### config.mk
export PLATFORM = sky130hd
export DESIGN_NAME = hp35_word_timer
export DESIGN_NICKNAME = d
export VERILOG_FILES = /design/src/rtl/hp35_word_timer.sv
export SDC_FILE = /design/constraint.sdc
export NUM_CORES = 1
export LEC_CHECK = 0
export BUFFER_PORTS_ARGS = -buffer_cell sky130_fd_sc_hd__buf_2
export CORE_ASPECT_RATIO = 0.9
export CORE_MARGIN = 10
export CORE_UTILIZATION = 40
export CTS_CLUSTER_DIAMETER = 80
export DETAILED_ROUTE_END_ITERATION = 10
export PLACE_DENSITY = 0.56
export SYNTH_ARGS = -nofsm -noshare
export SYNTH_HDL_FRONTEND = slang
export SYNTH_SLANG_ARGS = --single-unit
export TNS_END_PERCENT = 5
### constraint.sdc
create_clock -name clk -period 3.2 [get_ports clk]
set_input_delay 0.32 -clock clk [delete_from_list [all_inputs] [get_ports clk]]
set_output_delay 0.32 -clock clk [all_outputs]
set_load 0.005 [all_outputs]
### src/rtl/hp35_word_timer.sv
// Word timer and serial-bus master: 56-bit-time word counter, SYNC window, address out on Ia, instruction in on Is.
// Latency: sync/word_start/ia decode the registered bit_time combinationally; instr/instr_valid update on the edge leaving the last SYNC bit.
// Backpressure: none; free-running at one bit per clk, with addr_load/is_in sampled every edge.
//
// Ports:
//   clk, reset       bit-time clock; synchronous active-high reset
//   addr_in/addr_load next ROM address and its capture strobe (last load before a word boundary wins)
//   is_in            serial instruction from the ROM, LSB first, sampled while sync is high
//   bit_time         registered bit-time counter, 0..WORD_BITS-1
//   sync, word_start SYNC window and start-of-word decodes
//   ia               serial address, LSB first, inside the address window
//   instr            last complete instruction word; instr_valid pulses one cycle when it updates
module hp35_word_timer #(
    parameter int WORD_BITS  = 56,
    parameter int SYNC_START = 45,
    parameter int SYNC_LEN   = 10,
    parameter int ADDR_START = 19,
    parameter int ADDR_BITS  = 8
) (
    input  logic                 clk,
    input  logic                 reset,
    input  logic [ADDR_BITS-1:0] addr_in,
    input  logic                 addr_load,
    input  logic                 is_in,
    output logic [5:0]           bit_time,
    output logic                 sync,
    output logic                 word_start,
    output logic                 ia,
    output logic [SYNC_LEN-1:0]  instr,
    output logic                 instr_valid
);

    // Window bounds are held one bit wider than bit_time so an end bound
    // equal to WORD_BITS (e.g. 56 or 64) does not wrap to zero.
    localparam logic [6:0] LAST_BT   = 7'(WORD_BITS - 1);
    localparam logic [6:0] SYNC_LO   = 7'(SYNC_START);
    localparam logic [6:0] SYNC_HI   = 7'(SYNC_START + SYNC_LEN);
    localparam logic [6:0] SYNC_LAST = 7'(SYNC_START + SYNC_LEN - 1);
    localparam logic [6:0] ADDR_LO   = 7'(ADDR_START);
    localparam logic [6:0] ADDR_HI   = 7'(ADDR_START + ADDR_BITS);

    if (WORD_BITS < 2 || WORD_BITS > 64 || SYNC_LEN < 2 || ADDR_BITS < 2 ||
        SYNC_START < 0 || ADDR_START < 0 ||
        SYNC_START + SYNC_LEN > WORD_BITS || ADDR_START + ADDR_BITS > WORD_BITS ||
        !((ADDR_START + ADDR_BITS <= SYNC_START) || (SYNC_START + SYNC_LEN <= ADDR_START)))
    begin : g_bad_params
        $error("hp35_word_timer: address and SYNC windows must fit in the word and not overlap");
    end

    logic [6:0]           bt_ext;
    logic                 in_sync_win;
    logic                 in_addr_win;
    logic                 at_wrap;
    logic                 at_sync_last;
    logic [ADDR_BITS-1:0] pending;
    logic [ADDR_BITS-1:0] addr_sr;
    logic [SYNC_LEN-1:0]  ishift;

    assign bt_ext       = {1'b0, bit_time};
    assign in_sync_win  = (bt_ext >= SYNC_LO) && (bt_ext < SYNC_HI);
    assign in_addr_win  = (bt_ext >= ADDR_LO) && (bt_ext < ADDR_HI);
    assign at_wrap      = (bt_ext == LAST_BT);
    assign at_sync_last = (bt_ext == SYNC_LAST);

    // Outputs are forced to their idle values while reset is asserted, so a
    // reset mid-word silences Ia and SYNC in the same cycle.
    assign sync       = !reset && in_sync_win;
    assign word_start = reset || (bit_time == 6'd0);
    // The address register shifts right once per window bit, so bit 0 always
    // holds the bit for the current bit time.
    assign ia         = !reset && in_addr_win && addr_sr[0];

    always_ff @(posedge clk) begin
        if (reset) begin
            bit_time    <= '0;
            pending     <= '0;
            addr_sr     <= '0;
            ishift      <= '0;
            instr       <= '0;
            instr_valid <= 1'b0;
        end else begin
            bit_time <= at_wrap ? 6'd0 : bit_time + 6'd1;

            if (addr_load) begin
                pending <= addr_in;
            end

            // The word in flight is frozen at the boundary; a load on the
            // boundary edge itself bypasses the pending register.
            if (at_wrap) begin
                addr_sr <= addr_load ? addr_in : pending;
            end else if (in_addr_win) begin
                addr_sr <= {1'b0, addr_sr[ADDR_BITS-1:1]};
            end

            // LSB first: after SYNC_LEN right shifts the first sampled bit sits in bit 0.
            if (in_sync_win) begin
                ishift <= {is_in, ishift[SYNC_LEN-1:1]};
            end

            instr_valid <= 1'b0;
            if (at_sync_last) begin
                instr       <= {is_in, ishift[SYNC_LEN-1:1]};
                instr_valid <= 1'b1;
            end
        end
    end

endmodule
==> reports/qor.csv <==
metric,value,unit
synth.avg_cell_area,10.1,sq um
syn_area,1940,sq um
gr-total-overflow,0,
cts_sinks,42,
antenna_found_initial,0,
clock_skew,0.0109,ns
critPathMaxFanout,10,
cts_buffers,5,
syn_to_final_growth,13.7,%
cp_slowest_cell,dfxtp_1,
critPathMaxStageDelay,0.46,ns
slew_headroom,50.7,%
drv_slew,0,
syn_nets,209,
finalSetupViolations,0,
wl,3.92,mm
period_needed,2.41,ns
drive_gt1_share,26.8,%
ys.flop_type,dfxtp_1,
cts_resized,0,
cts_hold_repair.buffers,0,
ys_ff_latch,42,
hold_end,pending[2],
pin_count,32,
worstMarginPinSlew,0.737,ns
fin_ws,0.787,ns
worstHoldStart,addr_in[2],
rsz0062_at_grt,false,
yosysWarnings,0,
antenna_left,0,
syn_inst,192,
drc,0,
fin_tns_setup,0,ns
required,2.88,ns
grt_start_max_net_pins,42,
initial_core_util,42.3,%
final_area,2200,sq um
grt_pass1_vias,1411,
vias,1390,
ys_seq_area_share,43.4,%
grt_usage,10.4,%
placed_area,2090,sq um
via_per_inst,4.93,
path_buf_inv,1,
r2r_setup_slack,1.31,ns
wl_met1,1.83,mm
crit_family,flip-flops,
synthDistinctLibCells,36,
p_leak,0.964,nW
vdd_drop_max,0.000278,V
clockBufferDepth,2,
status,"finished, final reports clean",
p_per_area,495,nW/um^2
row_count,23,
grt_pass1_wl,6.69,mm
synth_edf_count,0,
path_clk_slew,0.09,ns
firstDrtPassIters,4,
cts_max_level,2,
wl_met3,238,um
netlist.area_leader.share,43.4,%
synthTopCellsByCount,"dfxtp_1, nor2_1, mux2i_1",
hold_class,in -> reg,
crit_chain,"ha_1, nand2_1, a32o_1, nor2b_1, buf_2",
place.gp.congestion,0.811,
fin_crit_sh,75.4,%
die_x,93.4,um
hold_viol,0,
worstSkewPairLatency,0.30,ns
rr_endpoint,instr[3],
cts_root_buffer,clkbuf_8,
yosysMostFrequentCell,dfxtp_1,
wl_per_cell,13.9,um
startpoint_type,register,
die_area,8030,sq um
dr_wl_met2,1.77,mm
cap_violations,0,
dieHeight,86.0,um
path_class,reg -> out,
dpl.hpwl,2.86,mm
fin_nets,236,
postSynth.asyncResetShare,0,%
hold_depth,3,
core_area,4580,sq um
crit_arrival,2.09,ns
end_kind,output port,
cts_tree,yes,
portBuffers,31,
reg2regPathDepth,3,
diodes,0,
post_cts_buffers,0,
maxClockFrequency,414,MHz
ys_top_cells_by_area,"dfxtp_1, mux2i_1, nor2_1",
crit-reg2reg-launch,bit_time[5],
place_ws,1.12,ns
highest_layer,met4,
drt_iter0_drc,39,
netlist.top_cell.by_area,dfxtp_1,
[stage by stage]
stage               hold slack [ns]  std cells  power, mW  util, %
finish                        0.279        282       1.09     48.1
global route                  0.287        282       1.14     48.1
global placement              0.468        274      0.677     45.6
detailed placement            0.477        274      0.683     45.6
CTS                           0.272        282       1.10     48.1
floorplan                     0.404        192      0.656        -
[worst register-to-register path: stages (launching register included)]
cell	delay (ns)
dfxtp_1	0.62
nand4_1	0.70
mux2i_1	0.38
nor2_1	0.06
[cell type report]
type,count,area (sq um)
Timing Repair Buffer,31,155
Sequential cell,42,841
Inverter,12,45.0
Clock inverter,3,45.0
Fill cell,445,2370
Clock buffer,5,68.8
Multi-Input combinational cell,127,970
Tap cell,62,77.6
[kinds of logic (layout without fill, tap and decap cells)]
family	after synthesis	in the layout	share of synthesized area (%)
AO/OA/AOI/OAI	16	16	9.04
XOR/XNOR	3	3	1.36
adder cells (fa/ha/maj)	5	5	3.23
buffers and inverters	23	51	6.52
flip-flops	42	42	43.4
multiplexers	34	34	18.8
AND/OR/NAND/NOR	69	69	17.6
[power breakdown]
group          leakage [nW]  internal (mW)  total [mW]  switching (mW)
clock                0.0504          0.232       0.422           0.190
combinational         0.572         0.0499       0.102          0.0517
sequential            0.342          0.545       0.567          0.0215
total                 0.964          0.827        1.09           0.263
[metal layers]
layer	up-vias	GRT usage, %
li1	703	-
met1	645	12.5
met2	35	16.0
met3	7	3.66
met4	0	5.04
met5	-	0
[flip-flops by register name (all words and copies together), names as in the netlist]
register / cells
pending: 8
addr_sr: 8
instr: 10
ishift: 9
bit_time: 6
instr_valid: 1
[placed cells by master (no fill, tap or decap), types with 2 or more instances in the layout]
master      Yosys  final
inv_1          12     12
nand4_1         2      2
xnor2_1         3      3
o211ai_2        7      7
nor3_1          4      4
nand2b_1        2      2
buf_2           2     31
mux2i_1        27     27
dfxtp_1        42     42
nor3b_1         2      2
nand3_1         8      8
or3_1           2      2
mux2_2          3      3
nor2_1         34     34
clkinvlp_4      0      2
a21oi_1         3      3
ha_1            5      5
nand2_1         8      8
clkbuf_8        0      5
mux2_4          4      4
[worst max path at each step]
stage,from,endpoint,slack [ns],cells past startpoint
6_report,bit_time[0],sync,0.79,5
5_1_grt,bit_time[0],ia,0.65,6
4_1_cts,bit_time[0],sync,0.77,5
3_5_place_dp,bit_time[0],sync,1.12,5
3_3_place_gp,bit_time[0],sync,1.19,5
2_1_floorplan,bit_time[0],ia,1.39,5
Power figures use the tool's default switching activity.
